==> config.mk <==
export PLATFORM = sky130hd
export DESIGN_NAME = ysyx_25030085_idu
export DESIGN_NICKNAME = d
export VERILOG_FILES = /design/src/rtl/ysyx_25030085_pkg.sv /design/src/rtl/ysyx_25030085_idu_dec.sv /design/src/rtl/ysyx_25030085_idu.sv
export SDC_FILE = /design/constraint.sdc
export NUM_CORES = 1
export LEC_CHECK = 0
export ABC_AREA = 1
export CAP_MARGIN = 20
export CORE_MARGIN = 1
export CORE_UTILIZATION = 60
export CTS_BUF_LIST = sky130_fd_sc_hd__clkbuf_2
export DETAILED_ROUTE_END_ITERATION = 8
export PLACE_DENSITY = 0.95
export SLEW_MARGIN = 20
export SYNTH_ARGS = -nofsm -noshare
export SYNTH_HDL_FRONTEND = slang
export SYNTH_SLANG_ARGS = --single-unit
==> constraint.sdc <==
create_clock -name i_clk -period 3.5 [get_ports i_clk]
set_clock_uncertainty 0.1 [all_clocks]
set_input_delay 0.7 -clock i_clk [delete_from_list [all_inputs] [get_ports i_clk]]
set_output_delay 0.7 -clock i_clk [all_outputs]
set_load 0.005 [all_outputs]
==> src/rtl/ysyx_25030085_pkg.sv <==
// Shared decode types for the NPC IDU/EXU.
// Holds opcode constants, control-field encodings and the packed decode
// bundle that travels from the IDU to the EXU. pc/imm are carried at the
// widest legal XLEN (64); consumers slice the low XLEN bits.
package ysyx_25030085_pkg;

  localparam logic [6:0] OP_LUI    = 7'b0110111;
  localparam logic [6:0] OP_AUIPC  = 7'b0010111;
  localparam logic [6:0] OP_JAL    = 7'b1101111;
  localparam logic [6:0] OP_JALR   = 7'b1100111;
  localparam logic [6:0] OP_BRANCH = 7'b1100011;
  localparam logic [6:0] OP_LOAD   = 7'b0000011;
  localparam logic [6:0] OP_STORE  = 7'b0100011;
  localparam logic [6:0] OP_IMM    = 7'b0010011;
  localparam logic [6:0] OP_IMM32  = 7'b0011011;
  localparam logic [6:0] OP_OP     = 7'b0110011;
  localparam logic [6:0] OP_OP32   = 7'b0111011;
  localparam logic [6:0] OP_SYSTEM = 7'b1110011;

  typedef enum logic [4:0] {
    ALU_ADD = 5'd0, ALU_SLL = 5'd1, ALU_SLT = 5'd2, ALU_SLTU = 5'd3,
    ALU_XOR = 5'd4, ALU_SRA = 5'd5, ALU_SRL = 5'd6, ALU_OR = 5'd7,
    ALU_AND = 5'd8, ALU_PCADD = 5'd9, ALU_SUB = 5'd10,
    ALU_MUL = 5'd11, ALU_MULH = 5'd12, ALU_MULHSU = 5'd13, ALU_MULHU = 5'd14,
    ALU_DIV = 5'd15, ALU_DIVU = 5'd16, ALU_REM = 5'd17, ALU_REMU = 5'd18
  } alu_op_e;

  // Load/store width; values line up with the RISC-V func3 field.
  typedef enum logic [2:0] {
    MEM_B = 3'd0, MEM_H = 3'd1, MEM_W = 3'd2, MEM_D = 3'd3,
    MEM_BU = 3'd4, MEM_HU = 3'd5, MEM_WU = 3'd6
  } mem_op_e;

  typedef enum logic [2:0] {
    WB_ALU = 3'd0, WB_MEM = 3'd1, WB_PC4 = 3'd2, WB_IMM = 3'd3, WB_CSR = 3'd4
  } wb_sel_e;

  typedef enum logic [1:0] {JMP_NONE = 2'd0, JMP_JAL = 2'd1, JMP_JALR = 2'd2} jump_e;
  typedef enum logic [1:0] {CSR_NONE = 2'd0, CSR_W = 2'd1, CSR_S = 2'd2} csr_op_e;

  typedef struct packed {
    logic [63:0] pc;
    logic [4:0]  rs1;
    logic [4:0]  rs2;
    logic [4:0]  rd;
    logic [63:0] imm;
    alu_op_e     alu_op;
    logic        alu_src;
    logic        alu_w;
    logic        mem_ren;
    logic        mem_wen;
    mem_op_e     mem_op;
    wb_sel_e     wb_sel;
    logic        rf_wen;
    logic        branch;
    logic [2:0]  br_fn;
    jump_e       jump;
    csr_op_e     csr_op;
    logic [11:0] csr_addr;
    logic        illegal;
    logic        ebreak;
    logic        ecall;
    logic        mret;
  } decode_bundle_t;

  // Base integer ALU op from func3; alt selects SRA over SRL.
  function automatic alu_op_e alu_from_f3(input logic [2:0] f3, input logic alt);
    case (f3)
      3'd0:    return ALU_ADD;
      3'd1:    return ALU_SLL;
      3'd2:    return ALU_SLT;
      3'd3:    return ALU_SLTU;
      3'd4:    return ALU_XOR;
      3'd5:    return alt ? ALU_SRA : ALU_SRL;
      3'd6:    return ALU_OR;
      default: return ALU_AND;
    endcase
  endfunction

endpackage

==> src/rtl/ysyx_25030085_idu_dec.sv <==
// Combinational RV32I/RV64I (+optional M) decoder: (inst, pc) -> decode_bundle_t.
// Ports: i_inst instruction word, i_pc address (XLEN), o_bundle decoded fields.
// Build option: YSYX_25030085_IDU_RVM_EN enables the M-extension encodings.
// Illegal encodings clear every field except illegal; pc below PC_BASE
// yields an all-zero bubble (pc still passed through).
module ysyx_25030085_idu_dec
  import ysyx_25030085_pkg::*;
#(
  parameter int          XLEN    = 32,
  parameter logic [63:0] PC_BASE = 64'h0000_0000_8000_0000
) (
  input  logic [31:0]     i_inst,
  input  logic [XLEN-1:0] i_pc,
  output decode_bundle_t  o_bundle
);
  localparam bit RV64 = (XLEN == 64);

  logic [6:0]  w_op, w_f7;
  logic [2:0]  w_f3;
  logic [63:0] w_imm_i, w_imm_s, w_imm_b, w_imm_u, w_imm_j, w_shamt, w_pc;
  logic        w_legal, w_w32;
  decode_bundle_t w_dec;

  assign w_op    = i_inst[6:0];
  assign w_f3    = i_inst[14:12];
  assign w_f7    = i_inst[31:25];
  assign w_w32   = (w_op == OP_OP32);
  assign w_pc    = 64'(i_pc);
  assign w_imm_i = {{52{i_inst[31]}}, i_inst[31:20]};
  assign w_imm_s = {{52{i_inst[31]}}, i_inst[31:25], i_inst[11:7]};
  assign w_imm_b = {{51{i_inst[31]}}, i_inst[31], i_inst[7], i_inst[30:25], i_inst[11:8], 1'b0};
  assign w_imm_u = {{32{i_inst[31]}}, i_inst[31:12], 12'b0};
  assign w_imm_j = {{43{i_inst[31]}}, i_inst[31], i_inst[19:12], i_inst[20], i_inst[30:21], 1'b0};
  // inst[25] is part of shamt only on RV64; legality checks keep it 0 elsewhere.
  assign w_shamt = {58'b0, i_inst[25:20]};

  always_comb begin
    w_dec   = '0;
    w_legal = 1'b0;
    w_dec.rs1 = i_inst[19:15];
    w_dec.rs2 = i_inst[24:20];
    w_dec.rd  = i_inst[11:7];
    case (w_op)
      OP_LUI:   begin w_legal = 1'b1; w_dec.rf_wen = 1'b1; w_dec.wb_sel = WB_IMM; w_dec.alu_src = 1'b1; w_dec.imm = w_imm_u; end
      OP_AUIPC: begin w_legal = 1'b1; w_dec.rf_wen = 1'b1; w_dec.alu_op = ALU_PCADD; w_dec.alu_src = 1'b1; w_dec.imm = w_imm_u; end
      OP_JAL:   begin w_legal = 1'b1; w_dec.rf_wen = 1'b1; w_dec.jump = JMP_JAL; w_dec.wb_sel = WB_PC4; w_dec.imm = w_imm_j; end
      OP_JALR: begin
        w_legal = (w_f3 == 3'd0);
        w_dec.rf_wen = 1'b1; w_dec.jump = JMP_JALR; w_dec.wb_sel = WB_PC4;
        w_dec.alu_src = 1'b1; w_dec.imm = w_imm_i;
      end
      OP_BRANCH: begin
        w_legal = (w_f3 != 3'd2) && (w_f3 != 3'd3);
        w_dec.branch = 1'b1; w_dec.br_fn = w_f3; w_dec.imm = w_imm_b;
      end
      OP_LOAD: begin
        w_legal = (w_f3 != 3'd7) && (RV64 || ((w_f3 != 3'd3) && (w_f3 != 3'd6)));
        w_dec.mem_ren = 1'b1; w_dec.mem_op = mem_op_e'(w_f3); w_dec.rf_wen = 1'b1;
        w_dec.wb_sel = WB_MEM; w_dec.alu_src = 1'b1; w_dec.imm = w_imm_i;
      end
      OP_STORE: begin
        w_legal = (w_f3 <= 3'd2) || (RV64 && (w_f3 == 3'd3));
        w_dec.mem_wen = 1'b1; w_dec.mem_op = mem_op_e'(w_f3);
        w_dec.alu_src = 1'b1; w_dec.imm = w_imm_s;
      end
      OP_IMM: begin
        w_dec.rf_wen = 1'b1; w_dec.alu_src = 1'b1; w_dec.imm = w_imm_i;
        w_dec.alu_op = alu_from_f3(w_f3, i_inst[30]);
        case (w_f3)
          3'd1: begin
            w_legal   = (i_inst[31:26] == 6'b0) && (RV64 || !i_inst[25]);
            w_dec.imm = w_shamt;
          end
          3'd5: begin
            w_legal   = ((i_inst[31:26] == 6'b000000) || (i_inst[31:26] == 6'b010000)) && (RV64 || !i_inst[25]);
            w_dec.imm = w_shamt;
          end
          default: w_legal = 1'b1;
        endcase
      end
      OP_IMM32: begin
        w_dec.rf_wen = 1'b1; w_dec.alu_src = 1'b1; w_dec.alu_w = 1'b1; w_dec.imm = w_imm_i;
        w_dec.alu_op = alu_from_f3(w_f3, i_inst[30]);
        case (w_f3)
          3'd0:    w_legal = RV64;
          3'd1:    begin w_legal = RV64 && (w_f7 == 7'b0); w_dec.imm = w_shamt; end
          3'd5:    begin w_legal = RV64 && ((w_f7 == 7'b0) || (w_f7 == 7'b0100000)); w_dec.imm = w_shamt; end
          default: w_legal = 1'b0;
        endcase
      end
      OP_OP, OP_OP32: begin
        w_dec.rf_wen = 1'b1; w_dec.alu_w = w_w32;
        case (w_f7)
          7'b0000000: begin
            w_dec.alu_op = alu_from_f3(w_f3, 1'b0);
            w_legal = !w_w32 || (w_f3 == 3'd0) || (w_f3 == 3'd1) || (w_f3 == 3'd5);
          end
          7'b0100000: begin
            w_dec.alu_op = (w_f3 == 3'd0) ? ALU_SUB : ALU_SRA;
            w_legal = (w_f3 == 3'd0) || (w_f3 == 3'd5);
          end
`ifdef YSYX_25030085_IDU_RVM_EN
          7'b0000001: begin
            w_dec.alu_op = alu_op_e'(5'(ALU_MUL) + 5'(w_f3));
            w_legal = !w_w32 || (w_f3 == 3'd0) || (w_f3 >= 3'd4);
          end
`endif
          default: w_legal = 1'b0;
        endcase
        if (w_w32 && !RV64) w_legal = 1'b0;
      end
      OP_SYSTEM: begin
        case (w_f3)
          3'd0: begin
            w_legal = 1'b1;
            case (i_inst[31:20])
              12'h000: w_dec.ecall  = 1'b1;
              12'h001: w_dec.ebreak = 1'b1;
              12'h302: w_dec.mret   = 1'b1;
              default: w_legal = 1'b0;
            endcase
          end
          3'd1, 3'd2: begin
            w_legal = 1'b1;
            w_dec.csr_op   = (w_f3 == 3'd1) ? CSR_W : CSR_S;
            w_dec.rf_wen   = 1'b1;
            w_dec.wb_sel   = WB_CSR;
            w_dec.csr_addr = i_inst[31:20];
          end
          default: w_legal = 1'b0;
        endcase
      end
      default: w_legal = 1'b0;
    endcase
    if (!w_dec.rf_wen) w_dec.rd = 5'd0;
    if (!w_legal) begin
      w_dec = '0;
      w_dec.illegal = 1'b1;
    end
    if (w_pc < PC_BASE) w_dec = '0;
    w_dec.pc = w_pc;
  end

  assign o_bundle = w_dec;

endmodule

==> src/rtl/ysyx_25030085_idu.sv <==
// NPC instruction-decode stage: decoder plus a 2-entry skid buffer.
// Upstream: i_in_valid/o_in_ready/i_in_inst/i_in_pc. Downstream: o_out_valid,
// i_out_ready and the registered decode fields o_out_*. i_flush drops both
// entries and any same-cycle push. o_in_ready depends on registered state only.
// Build option: YSYX_25030085_IDU_RVM_EN (M-extension decode, see decoder).
module ysyx_25030085_idu
  import ysyx_25030085_pkg::*;
#(
  parameter int          XLEN    = 32,
  parameter logic [63:0] PC_BASE = 64'h0000_0000_8000_0000
) (
  input  logic            i_clk,
  input  logic            i_rst_n,
  input  logic            i_flush,
  input  logic            i_in_valid,
  output logic            o_in_ready,
  input  logic [31:0]     i_in_inst,
  input  logic [XLEN-1:0] i_in_pc,
  output logic            o_out_valid,
  input  logic            i_out_ready,
  output logic [XLEN-1:0] o_out_pc,
  output logic [4:0]      o_out_rs1,
  output logic [4:0]      o_out_rs2,
  output logic [4:0]      o_out_rd,
  output logic [XLEN-1:0] o_out_imm,
  output logic [4:0]      o_out_alu_op,
  output logic            o_out_alu_src,
  output logic            o_out_alu_w,
  output logic            o_out_mem_ren,
  output logic            o_out_mem_wen,
  output logic [2:0]      o_out_mem_op,
  output logic [2:0]      o_out_wb_sel,
  output logic            o_out_rf_wen,
  output logic            o_out_branch,
  output logic [2:0]      o_out_br_fn,
  output logic [1:0]      o_out_jump,
  output logic [1:0]      o_out_csr_op,
  output logic [11:0]     o_out_csr_addr,
  output logic            o_out_illegal,
  output logic            o_out_ebreak,
  output logic            o_out_ecall,
  output logic            o_out_mret
);
  localparam logic [1:0] S_EMPTY = 2'd0;
  localparam logic [1:0] S_ONE   = 2'd1;
  localparam logic [1:0] S_TWO   = 2'd2;

  logic [1:0]     r_state;
  decode_bundle_t r_out, r_skid, w_dec;
  logic           w_push, w_pop;

  ysyx_25030085_idu_dec #(.XLEN(XLEN), .PC_BASE(PC_BASE)) u_dec (
    .i_inst   (i_in_inst),
    .i_pc     (i_in_pc),
    .o_bundle (w_dec)
  );

  assign o_in_ready  = (r_state != S_TWO);
  assign o_out_valid = (r_state != S_EMPTY);
  assign w_push      = i_in_valid & o_in_ready;
  assign w_pop       = o_out_valid & i_out_ready;

  always_ff @(posedge i_clk or negedge i_rst_n) begin
    if (!i_rst_n) begin
      r_state <= S_EMPTY;
      r_out   <= '0;
      r_skid  <= '0;
    end else if (i_flush) begin
      r_state <= S_EMPTY;
    end else begin
      case (r_state)
        S_EMPTY: if (w_push) begin r_state <= S_ONE; r_out <= w_dec; end
        S_ONE: begin
          if (w_push && w_pop)  r_out <= w_dec;
          else if (w_push)      begin r_state <= S_TWO; r_skid <= w_dec; end
          else if (w_pop)       r_state <= S_EMPTY;
        end
        S_TWO:   if (w_pop) begin r_state <= S_ONE; r_out <= r_skid; end
        default: r_state <= S_EMPTY;
      endcase
    end
  end

  assign o_out_pc       = r_out.pc[XLEN-1:0];
  assign o_out_rs1      = r_out.rs1;
  assign o_out_rs2      = r_out.rs2;
  assign o_out_rd       = r_out.rd;
  assign o_out_imm      = r_out.imm[XLEN-1:0];
  assign o_out_alu_op   = r_out.alu_op;
  assign o_out_alu_src  = r_out.alu_src;
  assign o_out_alu_w    = r_out.alu_w;
  assign o_out_mem_ren  = r_out.mem_ren;
  assign o_out_mem_wen  = r_out.mem_wen;
  assign o_out_mem_op   = r_out.mem_op;
  assign o_out_wb_sel   = r_out.wb_sel;
  assign o_out_rf_wen   = r_out.rf_wen;
  assign o_out_branch   = r_out.branch;
  assign o_out_br_fn    = r_out.br_fn;
  assign o_out_jump     = r_out.jump;
  assign o_out_csr_op   = r_out.csr_op;
  assign o_out_csr_addr = r_out.csr_addr;
  assign o_out_illegal  = r_out.illegal;
  assign o_out_ebreak   = r_out.ebreak;
  assign o_out_ecall    = r_out.ecall;
  assign o_out_mret     = r_out.mret;

  // Upper halves of the 64-bit bundle fields are dead on RV32 builds.
  generate
    if (XLEN < 64) begin : g_rv32
      logic w_unused_hi;
      assign w_unused_hi = ^{r_out.pc[63:XLEN], r_out.imm[63:XLEN]};
    end
  endgenerate

endmodule

==> results of run 1 <==
[flip-flops by register name (all words and copies together), names as in the netlist, 2 cells and up]
register,count
r_skid,118
o_out_imm,32
o_out_pc,32
o_out_csr_addr,12
o_out_rd,5
o_out_rs1,5
o_out_rs2,5
o_out_alu_op,4
o_out_br_fn,3
o_out_mem_op,3
o_out_wb_sel,3
o_out_csr_op,2
o_out_jump,2
r_state,2
[area by class of cell]
cell class / count / area, sq um
inverter: 126 / 474
clock inverter: 20 / 135
timing repair buffer: 221 / 2210
multi-input combinational: 1124 / 5090
clock buffer: 82 / 410
fill: 1387 / 4920
sequential: 238 / 5960
tap: 265 / 332
antenna: 1 / 2.50
[timing repair]
| item | 4_1_cts | 5_1_grt |
|---|---|---|
| buffers inserted | 0 | 0 |
| hold buffers | 1 | 0 |
| hold endpoints to repair | 108 | 0 |
[cell usage in the layout, fill, tap and decap left out, types with 2 or more instances in the layout]
cell type	Yosys	routed
inv_1	114	113
nor3_1	4	4
clkdlybuf4s50_1	0	186
mux2i_1	8	8
nand2_1	560	559
bufinv_16	0	2
nor2_2	4	3
nand4_1	6	6
o21ai_0	143	143
o211ai_1	3	3
nand2_4	1	2
o21ai_1	67	67
buf_12	5	6
nor2_4	5	6
buf_4	2	26
nand2_2	8	8
nor2_1	153	153
clkinv_1	0	15
inv_2	12	12
a21oi_1	34	34
nand3_1	75	75
nand3_2	44	44
o31ai_1	2	2
dfrtp_1	238	238
clkbuf_2	0	82
clkinv_2	0	3
[worst max-delay path, delay by kind of cell (launching register included)]
family                 cells  cell delay, ps
buffers and inverters      3             700
DFF                        1             410
and+or+nand+nor            1              40
[report_power, final]
group          switching, uW  total [uW]  internal (uW)
logic                    760        1340            584
clock network           1140        1920            781
registers                179        3340           3160
[cell usage after synthesis]
cell and n:
buf_6 1, o22ai_1 1, mux2i_1 8, nor2_2 4, buf_4 2, buf_1 5, nor2_1 153, nand3_2 44
and2_1 1, nand2_2 8, buf_2 20, a22oi_1 1, nand4_1 6, inv_1 114, o211ai_1 3, nand3_1 75
o21ai_1 67, xor2_1 1, nand2_4 1, nor3_1 4, dfrtp_1 238, nor3_2 1, conb_1 1, nor2_4 5
inv_2 12, o21ai_0 143, clkbuf_1 66, nand2_1 560, o21bai_1 1, o31ai_1 2, a21oi_1 34, buf_12 5
[kinds of logic after synthesis]
group | Yosys count
buffers and inverters | 225
multiplexers | 8
flip-flops | 238
other | 1
XOR/XNOR | 1
AO/OA/AOI/OAI | 252
AND/OR/NAND/NOR | 862
[through the flow]
| stage | hold slack, ps | power, uW |
|---|---|---|
| floorplan | 304 | 3990 |
| global placement | 349 | 4600 |
| detailed placement | 355 | 4690 |
| CTS | 261 | 6610 |
| global route | 277 | 6950 |
| finish | 302 | 6600 |
[routing by layer]
layer  vias to the layer above  GRT usage, %  wire [um]
met4                         0          16.7       1510
li1                       5387             -          -
met5                         -             0          0
met2                       577          59.4      17200
met1                      5540          44.9      14100
met3                       114          8.53       3080
[worst paths after layout]
path | end | slack (ps) | cells past startpoint
hold / removal | r_skid[146]$_DFFE_PN0P_ | 300 | 3
max in group asynchronous | o_out_csr_addr[1]$_DFFE_PN0P_ | 2000 | 3
hold reg to reg | o_out_csr_addr[7]$_DFFE_PN0P_ | 380 | 2
setup / recovery | o_in_ready | 720 | 4
min in group asynchronous | r_skid[69]$_DFFE_PN0P_ | 390 | 2
setup reg to reg | o_out_imm[17]$_DFFE_PN0P_ | 1350 | 9
==> out/qor.txt, run 1 <==
WL per Instance - 17.3 um
Leak - 0.00773 uW
hold path startpoint - i_in_pc[27]
cts bufs inserted - 57
post-route cell area - 14,600 sq um
reg-to-reg critical path startpoint - r_state[1]$_DFFE_PN0P_
Final period util - 79.5%
startpoint types - register
Setup CP Type - reg -> out
main combinational cell family by area after synthesis - simple AND/OR/NAND/NOR gates
initial drt markers - 1,228
beginning of the critical path - r_state[1]$_DFFE_PN0P_
die area - 20,600 sq um
largest net degree at the start of global routing - 135
Pins Over Slew Limit - 0
clk buf depth - 3
Placement Setup Slack - 390 ps
total of warnings raised by yosys - 0
Clock Pin Slew Worst Setup and Hold Paths - 110 ps
Core Area - 19,500 sq um
Synth Area in Compound Gates - 10.7%
Max Clock Freq - 0.360 GHz
Synth cell types - 32
Yosys reg bits - 238
Mapped Area - 12,000 sq um
via count - 11,600
setup TNS - 0 ps
Simple-Gate Fraction of Synth Area - 30.9%
initial antenna violation count - 1
critical path fanouts, max - 4
Post-route DRC - 0
CP endpoint kind - primary output
Clock Tree Root - clkbuf_2
Final Hold Viols - 0
setup violators final - 0
Mapped Nets - 1,656
Yosys top cell area share - 49.6%
fin util - 74.8%
die height - 143 um
Peak supply drop - 0.252 mV
Power Dens Cells - 452 nW/um^2
Worst EP arrival - 1980 ps
most area-consuming cells after synthesis - dfrtp_1 (50%), nand2_1 (18%), o21ai_0 (6.0%)
Avg Cell Area, Syn - 7.56 sq um
Port Buffer Count - 188
All-Layer GR Usage - 36.0%
DP Cell Count - 1,973
Rows - 51
setup repair after global routing missed its margin - false
status - completed
CP required - 2700 ps
Post-Synth Adder-Cell Area - 0%
ratio of cells with drive above 1 in the final layout - 10.9%
post-synthesis mux area share - 0.667%
H-tree levels - 2
vias per inst - 5.59
final net count - 1,837
DP HPWL - 24,100 um
sequential area share after synthesis - 49.6%
Max Cap Viol - 0
Area Growth Syn to Fin - 21.7%
vias in the first global route - 11,200
hold crit path type - in -> reg
Worst slew margin - 29.8%
first-pass GRT wire length - 57,200 um
CTS tree - done
CP Cell Sequence - inv_2, nor2_4, clkinv_2, clkdlybuf4s50_1
dpl cell area - 14,100 sq um
Total Routed Length - 35,800 um
Crit path largest cell delay - 510 ps
top-level I/O count - 190
area leader, netlist - dfrtp_1
final worst slack - 719 ps
Worst Tran Pin Value - 1050 ps
total grt overflow - 0
TritonRoute pass-1 iters - 6
slowest CP cell - clkdlybuf4s50_1
GP Congestion - 1.00
Worst-Skew Late Latency - 880 ps
Gate Count Post-Synth - 1,587
XOR/XNOR Fraction of Synth Area - 0.0730%
ANT nets after route - 0
Cell Count, Final, Fillers Out - 2,077
fin crit period - 2780 ps
DIE WIDTH - 143 um
starting density of the core - 61.5%
clock sink count - 238
post-cts resize count - 0
Note: power is estimated with default switching activity, not from simulation.
==> inputs of run 2 (changes only) <==
--- a/config.mk
+++ b/config.mk
@@ -8,10 +8,10 @@
 export ABC_AREA = 1
 export CAP_MARGIN = 20
 export CORE_MARGIN = 1
-export CORE_UTILIZATION = 60
+export CORE_UTILIZATION = 51
 export CTS_BUF_LIST = sky130_fd_sc_hd__clkbuf_2
 export DETAILED_ROUTE_END_ITERATION = 8
-export PLACE_DENSITY = 0.95
+export PLACE_DENSITY = 0.86
 export SLEW_MARGIN = 20
 export SYNTH_ARGS = -nofsm -noshare
 export SYNTH_HDL_FRONTEND = slang
==> constraint.sdc (replaced) <==
create_clock -name i_clk -period 2.5 [get_ports i_clk]
set_clock_uncertainty 0.1 [all_clocks]
set_input_delay 0.5 -clock i_clk [delete_from_list [all_inputs] [get_ports i_clk]]
set_output_delay 0.5 -clock i_clk [all_outputs]
set_load 0.005 [all_outputs]
==> run 2 against run 1 <==
  * Setup slack got worse by 610 ps
  * Sequential power increased by 39%
  * First-iteration DRC count decreased by 28%
  * Combinational power increased by 42%
  * Global-route usage decreased by 6.3 points
  * Final area increased by 5.3%
  * Clock power increased by 34%
  * Utilization decreased by 7.5 points
  * Final cell count increased by 5.9%
  * Sequential cell count unchanged
  * Sequential share of layout area decreased by 2.0 points
  * Power increased by 38%
  * Critical endpoint is now o_out_imm[21]
  * Largest cell class unchanged
  * Highest routed layer unchanged
==> out/qor.txt, run 2 (same netlist as run 1, synthesis figures left out) <==
final net count - 1,918
Setup CP Type - reg -> out
DP HPWL - 24,500 um
cts bufs inserted - 59
All-Layer GR Usage - 29.7%
Final Hold Viols - 0
ANT nets after route - 0
setup violators final - 0
largest net degree at the start of global routing - 132
Net Sw Frac - 31.1%
Largest Register - r_skid
H-tree levels - 2
hold crit path type - in -> async
Port Buffer Count - 188
die height - 155 um
initial antenna violation count - 1
Buf/Inv on CP - 1
Final period util - 95.5%
Worst EP arrival - 1790 ps
CP Cell Sequence - clkdlybuf4s50_1
setup TNS - 0 ps
Leak - 0.00815 uW
GP Congestion - 0.965
initial drt markers - 884
startpoint types - register
CP required - 1900 ps
clock sink count - 238
Switch Pwr - 2840 uW
TritonRoute pass-1 iters - 6
starting density of the core - 52.5%
Placement Setup Slack - -370 ps
DP Cell Count - 2,098
vias per inst - 5.19
Core Area - 22,800 sq um
top-level I/O count - 190
critical path fanouts, max - 2
setup repair after global routing missed its margin - false
commonest non-fill, non-tap cells in the layout - nand2_1 (559), dfrtp_1 (238), clkdlybuf4s50_1 (184), nor2_1 (153), o21ai_0 (143)
ratio of cells with drive above 1 in the final layout - 14.5%
Rows - 55
Max Cap Viol - 0
share of power burned in registers - 51.0%
DIE WIDTH - 155 um
WL per Instance - 15.9 um
Clock Pin Slew Worst Setup and Hold Paths - 100 ps
Pins Over Slew Limit - 0
Total Routed Length - 35,000 um
via count - 11,400
Peak supply drop - 0.300 mV
most common cell after layout, fill and taps aside - nand2_1
Pint - 6280 uW
fin crit period - 2390 ps
combinational group share of total power - 20.8%
Worst-Skew Late Latency - 880 ps
Crit path largest cell delay - 540 ps
CP endpoint kind - primary output
Clock Tree Root - clkbuf_2
total power of the final layout - 9130 uW
fin util - 67.3%
status - completed
Power Dens Cells - 593 nW/um^2
first-pass GRT wire length - 56,700 um
vias in the first global route - 11,200
Area Growth Syn to Fin - 28.1%
Max Clock Freq - 0.419 GHz
total grt overflow - 0
Post-route DRC - 0
slowest CP cell - clkdlybuf4s50_1
clock share of power - 28.2%
Cell Count, Final, Fillers Out - 2,200
die area - 24,200 sq um
max FFs per register - 118
CTS tree - done
clk buf depth - 3
Worst slew margin - 57.9%
Largest delay share family, worst path - buffers and inverters
Worst Tran Pin Value - 631 ps
final worst slack - 111 ps
## run 2: cell types whose count changed in the layout (fill, tap and decap cells not counted), sizes merged
| cell | before | now |
|---|---|---|
| clkbuf | 82 | 80 |
| inv | 126 | 127 |
| dlygate4sd3 | 1 | 2 |
| buf | 34 | 112 |
| clkdlybuf4s15 | 0 | 1 |
| clkdlybuf4s50 | 186 | 184 |
| dlygate4sd2 | 0 | 1 |
| clkinv | 18 | 16 |
| bufinv | 2 | 1 |
## run 2: path summary, 6_finish.rpt
kind | start | endpoint | slack, ps | cells after the start
max | o_out_imm[21]$_DFFE_PN0P_ | o_out_imm[21] | 110 | 1
min | i_rst_n | o_out_pc[19]$_DFFE_PN0P_ | 80 | 2
max reg2reg | r_state[0]$_DFFE_PN0P_ | o_out_alu_op[1]$_DFFE_PN0P_ | 670 | 8
min reg2reg | r_skid[33]$_DFFE_PN0P_ | r_skid[33]$_DFFE_PN0P_ | 380 | 2
max in group asynchronous | i_rst_n | r_skid[52]$_DFFE_PN0P_ | 1460 | 3
min in group i_clk | i_in_pc[18] | r_skid[137]$_DFFE_PN0P_ | 120 | 3
## run 2: layout make-up
cell class,count,area (sq um)
fillers,1910,7470
flip-flops and latches,238,5960
multi-input cells,1124,5090
repair buffers,300,2950
inverters,126,478
clock buffers,80,400
well taps,313,392
clock inverters,18,105
diodes,1,2.50
## run 2: what timing repair did
item                                    in CTS  in global routing
buffers inserted                             0                  1
hold endpoints to repair                   239                  0
hold buffers                                 2                  0
resized for setup                            4                  0
endpoints found under the setup margin       2                  1
pin swaps                                    1                  1
## run 2: worst register-to-register path, delay by kind of cell, from the launching register on
family                 cells  cell delay (ps)
AO/OA/AOI/OAI              2              440
buffers and inverters      2              330
flip-flops                 1              440
AND/OR/NAND/NOR            4              430
## run 2: metrics by stage
stage,hold slack [ps],area [sq um]
after CTS,16.7,15400
after detailed placement,360,14800
after floorplan,104,12000
after global routing,39.5,15400
after global placement,356,14800
final,75.7,15400
## run 2: power by group through the flow
stage	sequential [uW]	clock, uW	combinational [uW]
floorplan	4700	0	887
global placement	4700	0	1820
detailed placement	4730	0	1890
CTS	4650	2630	1910
global route	4710	2810	2140
finish	4650	2570	1900
## run 2: layer usage
metal / vias to the layer above / track usage (%) / part of all wire, %
li1: 5550 / - / -
met1: 5358 / 40.1 / 43
met2: 412 / 46.7 / 46
met3: 93 / 5.52 / 7.0
met4: 0 / 13.6 / 3.9
met5: - / 0 / 0
==> inputs of run 3 (changes only) <==
--- a/config.mk
+++ b/config.mk
@@ -11,6 +11,7 @@
 export CORE_UTILIZATION = 51
 export CTS_BUF_LIST = sky130_fd_sc_hd__clkbuf_2
 export DETAILED_ROUTE_END_ITERATION = 8
+export MAX_ROUTING_LAYER = met4
 export PLACE_DENSITY = 0.86
 export SLEW_MARGIN = 20
 export SYNTH_ARGS = -nofsm -noshare
==> run 3 against run 2 <==
  * Via count rose by 0.58%
  * Critical path depth did not move
  * Die area did not move
  * Final cell count rose by 0.14%
  * Non-clock buffer count fell by 1
  * Highest routed layer unchanged
  * Utilization fell by 0.15 points
  * Critical endpoint unchanged
  * Sequential cell count did not move
  * Register-to-register slack improved by 50 ps
  * Setup slack got worse by 13 ps
==> out/qor.txt, run 3 (same netlist as run 1, synthesis figures left out) <==
status - completed
starting density of the core - 52.5%
Worst slew margin - 61.8%
DP Cell Count - 2,096
critical path fanouts, max - 2
top-level I/O count - 190
via count - 11,500
H-tree levels - 2
clk buf depth - 3
total power of the final layout - 9150 uW
Cell Count, Final, Fillers Out - 2,203
setup violators final - 0
Peak supply drop - 0.312 mV
Core Area - 22,800 sq um
Rows - 55
Post-route DRC - 0
vias in the first global route - 10,800
ratio of cells with drive above 1 in the final layout - 14.7%
setup repair after global routing missed its margin - false
multi-input logic area - 5090 sq um
DIE WIDTH - 155 um
die area - 24,200 sq um
vias per inst - 5.21
TritonRoute pass-1 iters - 6
Worst EP arrival - 1800 ps
Final Hold Viols - 0
fin util - 67.2%
Layout fillers - 1,900
CP required - 1900 ps
Final period util - 96.1%
GP Congestion - 0.989
Sequential Area - 5960 sq um
ANT nets after route - 0
most common cell after layout, fill and taps aside - nand2_1
startpoint types - register
beginning of the critical path - o_out_imm[21]$_DFFE_PN0P_
first-pass GRT wire length - 55,300 um
Clock Pin Slew Worst Setup and Hold Paths - 110 ps
All-Layer GR Usage - 29.9%
clock sink count - 238
initial drt markers - 790
Clock Tree Root - clkbuf_2
max FFs per register - 118
largest net degree at the start of global routing - 130
Largest delay share family, worst path - buffers and inverters
Max Cap Viol - 0
CP endpoint kind - primary output
fin crit period - 2400 ps
Area Growth Syn to Fin - 27.8%
Crit path largest cell delay - 530 ps
Buf/Inv on CP - 1
Max Clock Freq - 0.416 GHz
Power Dens Cells - 596 nW/um^2
Placement Setup Slack - -330 ps
Pins Over Slew Limit - 0
final net count - 1,918
initial antenna violation count - 1
commonest non-fill, non-tap cells in the layout - nand2_1 (559), dfrtp_1 (238), clkdlybuf4s50_1 (184), nor2_1 (153), o21ai_0 (143)
Leak - 0.00814 uW
slowest CP cell - clkdlybuf4s50_1
CP Cell Sequence - clkdlybuf4s50_1
hold crit path type - in -> async
final worst slack - 98.2 ps
cts bufs inserted - 60
Worst Tran Pin Value - 573 ps
CTS tree - done
total grt overflow - 0
WL per Instance - 15.7 um
Setup CP Type - reg -> out
Port Buffer Count - 188
reg-to-reg critical path startpoint - r_state[0]$_DFFE_PN0P_
Worst-Skew Late Latency - 910 ps
DP HPWL - 24,200 um
Largest Register - r_skid
die height - 155 um
Total Routed Length - 34,500 um
run 3: cell types whose count changed in the layout (fill, tap and decap cells not counted), sizes merged:
cell | previous run | this run
diode | 1 | 2
inv | 127 | 125
clkdlybuf4s15 | 1 | 0
buf | 112 | 111
clkbuf | 80 | 86
run 3: routing by layer:
| layer | vias up | part of all wire [%] | global-route usage, % | routed length [um] |
|---|---|---|---|---|
| li1 | 5559 | - | - | - |
| met1 | 5379 | 44 | 39.8 | 15200 |
| met2 | 454 | 46 | 46.0 | 15900 |
| met3 | 87 | 6.6 | 4.85 | 2270 |
| met4 | 0 | 3.3 | 11.6 | 1150 |
| met5 | - | 0 | - | 0 |
run 3: path summary, 6_finish.rpt:
kind	end	slack (ps)	depth (start not counted)
max in group asynchronous	o_out_imm[11]$_DFFE_PN0P_	1500	3
min reg2reg	o_out_imm[14]$_DFFE_PN0P_	390	2
min in group i_clk	r_skid[144]$_DFFE_PN0P_	110	3
min	o_out_pc[19]$_DFFE_PN0P_	60	2
max	o_out_imm[21]	100	1
max reg2reg	o_out_alu_op[1]$_DFFE_PN0P_	720	9
run 3: area by class of cell:
cell class                 count  area share, %
inverter                     126           3.12
tap                          313           2.55
antenna                        2         0.0326
multi-input combinational   1124           33.2
clock buffer                  85           2.77
sequential                   238           38.8
clock inverter                16          0.603
timing repair buffer         299           18.9
run 3: report_power, final:
group	internal [uW]	switching (uW)	leakage (uW)	total, uW
combinational	879	1010	0.00458	1890
sequential	4420	224	0.00317	4650
clock	1010	1600	0.000396	2610
total	6310	2840	0.00814	9150
run 3: timing repair:
action	4_1_cts	5_1_grt
hold buffers	2	0
hold endpoints to repair	241	0
endpoints found under the setup margin	2	1
pin swaps	1	0
resized for setup	4	1
setup buffers	2	0
run 3: stage by stage:
stage | hold slack [ps] | cell area (sq um) | TNS [ps]
after global placement | 349 | 14800 | -27450
after global routing | 35.0 | 15300 | 0
after floorplan | 104 | 12000 | 0
final | 56.0 | 15300 | 0
after CTS | 32.1 | 15300 | 0
after detailed placement | 364 | 14800 | -29360
